[src/rtl/bus_arbiter.sv]
// Round-robin bus arbiter: one owner at a time, held until tx_done, abandon, or watchdog.
// Optional watchdog enabled by defining ARB_TIMEOUT_EN (TIMEOUT cycles of ownership max).
`timescale 1ns/1ps

// state   | meaning
// IDLE    | no owner, arbitrate among current requests
// OWNED   | grant held for grant_id
// RELEASE | one dead cycle, round-robin pointer advances
module bus_arbiter #(
  parameter int MASTER_NUM = 2,
  parameter int ID_LEN     = 1,
  parameter int TIMEOUT    = 4096
) (
  input  logic                  clk,
  input  logic                  reset,
  input  logic [MASTER_NUM-1:0] approval_request,
  input  logic                  tx_done,
  output logic [MASTER_NUM-1:0] approval_grant,
  output logic                  busy,
  output logic [ID_LEN-1:0]     grant_id,
  output logic                  timeout_err
);

  typedef enum logic [1:0] {IDLE = 2'd0, OWNED = 2'd1, RELEASE = 2'd2} state_t;

  state_t                r_state, w_state_nxt;
  logic [MASTER_NUM-1:0] r_grant, w_grant_nxt;
  logic                  r_busy, w_busy_nxt;
  logic [ID_LEN-1:0]     r_grant_id, w_grant_id_nxt;
  logic [ID_LEN-1:0]     r_last, w_last_nxt;
  logic [ID_LEN-1:0]     w_win_id;
  logic                  w_owner_req;
  logic                  w_expire;

  if (MASTER_NUM < 2 || MASTER_NUM > 8 || ID_LEN < 1 || TIMEOUT < 2) begin : g_bad_cfg
    $error("bus_arbiter: unsupported parameter set");
  end

  // Scan last+1 .. last+MASTER_NUM (mod MASTER_NUM); the nearest set bit wins.
  always_comb begin
    int idx;
    idx      = 0;
    w_win_id = '0;
    for (int k = MASTER_NUM; k >= 1; k--) begin
      idx = int'(r_last) + k;
      if (idx >= MASTER_NUM) idx = idx - MASTER_NUM;
      if (approval_request[idx]) w_win_id = ID_LEN'(idx);
    end
  end

  assign w_owner_req = |(approval_request & r_grant);

`ifdef ARB_TIMEOUT_EN
  localparam int TW = (TIMEOUT > 2) ? $clog2(TIMEOUT) : 1;

  logic [TW-1:0] r_wd_cnt;
  logic          r_timeout_err;

  assign w_expire = (r_wd_cnt == TW'(TIMEOUT - 1));

  always_ff @(posedge clk or negedge reset) begin
    if (!reset) begin
      r_wd_cnt      <= '0;
      r_timeout_err <= 1'b0;
    end else begin
      r_wd_cnt      <= (r_state == OWNED) ? r_wd_cnt + 1'b1 : '0;
      r_timeout_err <= (r_state == OWNED) && w_expire && !tx_done;
    end
  end

  assign timeout_err = r_timeout_err;
`else
  assign w_expire    = 1'b0;
  assign timeout_err = 1'b0;
`endif

  always_comb begin
    w_state_nxt    = r_state;
    w_grant_nxt    = r_grant;
    w_busy_nxt     = r_busy;
    w_grant_id_nxt = r_grant_id;
    w_last_nxt     = r_last;
    case (r_state)
      IDLE: begin
        if (|approval_request) begin
          w_grant_nxt    = MASTER_NUM'(1) << w_win_id;
          w_busy_nxt     = 1'b1;
          w_grant_id_nxt = w_win_id;
          w_state_nxt    = OWNED;
        end
      end
      OWNED: begin
        if (tx_done || !w_owner_req || w_expire) begin
          w_grant_nxt = '0;
          w_busy_nxt  = 1'b0;
          w_state_nxt = RELEASE;
        end
      end
      RELEASE: begin
        w_last_nxt  = r_grant_id;
        w_state_nxt = IDLE;
      end
      default: begin
        w_grant_nxt = '0;
        w_busy_nxt  = 1'b0;
        w_state_nxt = IDLE;
      end
    endcase
  end

  always_ff @(posedge clk or negedge reset) begin
    if (!reset) begin
      r_state    <= IDLE;
      r_grant    <= '0;
      r_busy     <= 1'b0;
      r_grant_id <= '0;
      r_last     <= ID_LEN'(MASTER_NUM - 1);
    end else begin
      r_state    <= w_state_nxt;
      r_grant    <= w_grant_nxt;
      r_busy     <= w_busy_nxt;
      r_grant_id <= w_grant_id_nxt;
      r_last     <= w_last_nxt;
    end
  end

  assign approval_grant = r_grant;
  assign busy           = r_busy;
  assign grant_id       = r_grant_id;

endmodule

[config.mk]
export PLATFORM = sky130hd
export DESIGN_NAME = bus_arbiter
export DESIGN_NICKNAME = d
export VERILOG_FILES = /design/src/rtl/bus_arbiter.sv
export SDC_FILE = /design/constraint.sdc
export NUM_CORES = 1
export LEC_CHECK = 0
export CAP_MARGIN = 25
export CORE_AREA = 2 2 39 41
export DETAILED_ROUTE_END_ITERATION = 6
export DIE_AREA = 0 0 41 43
export PLACE_DENSITY_LB_ADDON = 0.25
export SETUP_SLACK_MARGIN = 0.5
export SLEW_MARGIN = 10
export SYNTH_ARGS = -nofsm -noshare
export SYNTH_HDL_FRONTEND = slang
export SYNTH_SLANG_ARGS = --single-unit
[constraint.sdc]
create_clock -name clk -period 1.1 [get_ports clk]
set_input_delay 0.33 -clock clk [delete_from_list [all_inputs] [get_ports clk]]
set_output_delay 0.33 -clock clk [all_outputs]
set_load 0.1 [all_outputs]
==> metrics.cfg <==
[floorplan]
die-width_um = 41
fp.dieArea_um2 = 1763
dieHeight_um = 43
coreArea_um2 = 1384
rows = 14
start_util = 0.2568
ios = 10

[worst_setup_path]
crit_fanout = 2
critPathRequiredTime_ns = 0.77
critPathKind = reg -> out
critPathCaptureType = output pin
crit_arrival_ns = 1.00
cp_cell_sequence = buf_6 -> buf_12
cp_slowest_cell = dfrtp_4
rr_worst_depth = 4
cpPeakStageDelay_ns = 0.47
startpoint_type = register

[timing]
fmax_ghz = 0.7509
maxSlewViolCount = 0
grt_setup_unrepaired = true
finalHoldViolCount = 0
setup_ws_ns = -0.2317
finalSetupViolCount = 9
finalCritPeriodShare = 1.211
period_minus_slack_ns = 1.332
hold_slack_ns = 0.06601
clock_skew_ns = 0.005056

[layout]
final_common_cell = buf_4
seqCellArea_um2 = 192.7
syn_to_final_growth_pct = 88.03
drive_above_1_share = 0.6102
most-common-layout-cells = 8 x buf_4, 5 x buf_6, 4 x dfrtp_4, 4 x buf_12
fill_cells = 130
multi_input_area_um2 = 185.2
antenna_cells = 0
layout.cells.non_filler = 75
nets = 65

[global_route]
grt-ovfl-total = 0
track_usage = 0.1374
antenna_found_initial = 0
grt_pass1_wl_mm = 1.559
grt_max_degree = 9
first_global_vias = 378

[cts]
clk_pin_slew_ns = 0.05
root_buffer = clkbuf_4
clock-sinks = 7
cts_buffer_depth = 2
cts_tree = built
htree_levels = 1
worstSkewPairLatency_ns = 0.26
cts_made_buffers = 3

[job]
cap_violations = 0

[detailed_routing]
first_pass_iters = 2
route.met3.wl_um = 44
routedWlPerCell_um = 12.88
drc_errors = 0
routed_via_density = 4.680
route.met2.wl_um = 533
highest_layer = met4
wirelength_met1_um = 370
ant_nets = 0
vias = 351
drt_wl_total_um = 966
drt_iter0_drc = 1

[logic_synthesis]
syn-num-nets = 41
synth.distinct_cells = 24
yosys_warnings = 0
syn_area_per_cell_um2 = 9.871
synth-seq-cells = 7
ys.flop_type = dfrtp_1
synth_edf_count = 0
synthCells = 36
async_flop_share = 1.000
yosysSeqAreaShare = 0.4965
syn-cell-area_um2 = 355.3

[placement]
dp_hpwl_um = 636.3
placedCellCount = 63
io_buffers = 8
place.gp.congestion = 0.7278

[outcome]
violations = negative setup slack
status = finished with violations

[min_path]
hp-class = in -> async

[path summary, 6_finish.rpt]
path                                               start                       endpoint  slack, ns
setup / recovery           approval_grant[0]$_DFFE_PN0P_              approval_grant[0]      -0.23
hold / removal                                     reset  approval_grant[1]$_DFFE_PN0P_       0.07
setup reg to reg           approval_grant[1]$_DFFE_PN0P_  approval_grant[0]$_DFFE_PN0P_      -0.10
hold reg to reg                       r_last$_DFFE_PN1P_             r_last$_DFFE_PN1P_       0.50
max in group asynchronous                          reset             r_last$_DFFE_PN1P_       0.74
min in group clk                      r_last$_DFFE_PN1P_             r_last$_DFFE_PN1P_       0.50
[sequential cells by signal, summed over array words and instances, names as in the netlist]
register	cells
busy	1
r_state	2
grant_id	1
r_last	1
approval_grant	2
[layout make-up]
| cell class | instances | area share |
|---|---|---|
| clock buffers | 4 | 0.03933 |
| inverters | 3 | 0.01685 |
| multi-input cells | 24 | 0.2772 |
| flip-flops and latches | 7 | 0.2884 |
| well taps | 16 | 0.02996 |
| repair buffers | 21 | 0.3483 |
[metal layers]
metal  up-vias  global-route usage
met5         -                   0
met4         0             0.08000
met3         2             0.04712
met2        10              0.2094
met1       166              0.1574
li1        173                   -
[through the flow]
stage	setup TNS (ns)	utilization	setup WS [ns]	area, µm²
finish	-1.098	0.4828	-0.2317	668.1
global route	-1.392	0.4828	-0.2545	668.1
CTS	-1.063	0.4647	-0.2383	643.1
detailed placement	-2.259	0.3870	-0.3914	535.5
global placement	-2.158	0.3870	-0.3741	535.5
floorplan	-0.6805	-	-0.1615	370.4
[Yosys cell counts, types with 2 or more instances]
library cell,number,area share
a21oi_1,2,0.028
dfrtp_1,6,0.42
nand2_1,3,0.032
inv_1,3,0.032
o21ai_0,3,0.042
[timing repair]
item,4_1_cts,5_1_grt
hold endpoints to repair,0,0
pin swaps,6,4
buffers inserted,7,1
setup endpoints to repair,16,11
resized for setup,13,6
hold buffers,0,0
[critical path: cells and delay by family, from the launching register on]
| kind | cells | cell delay, ns |
|---|---|---|
| buffers and inverters | 2 | 0.27 |
| DFF | 1 | 0.47 |
[cell families (layout without fill, tap and decap cells)]
kind of cell / count (synthesis) / in the layout / share of synthesized area
AO/OA/AOI/OAI: 12 / 12 / 0.2570
buffers and inverters: 5 / 28 / 0.06689
flip-flops: 7 / 7 / 0.4965
other: 1 / 1 / 0.01055
AND/OR/NAND/NOR: 11 / 11 / 0.1690
Power is left out: the tool's default activity adds up to more than one toggle a clock period on the data nets, which glitch-free logic cannot reach.
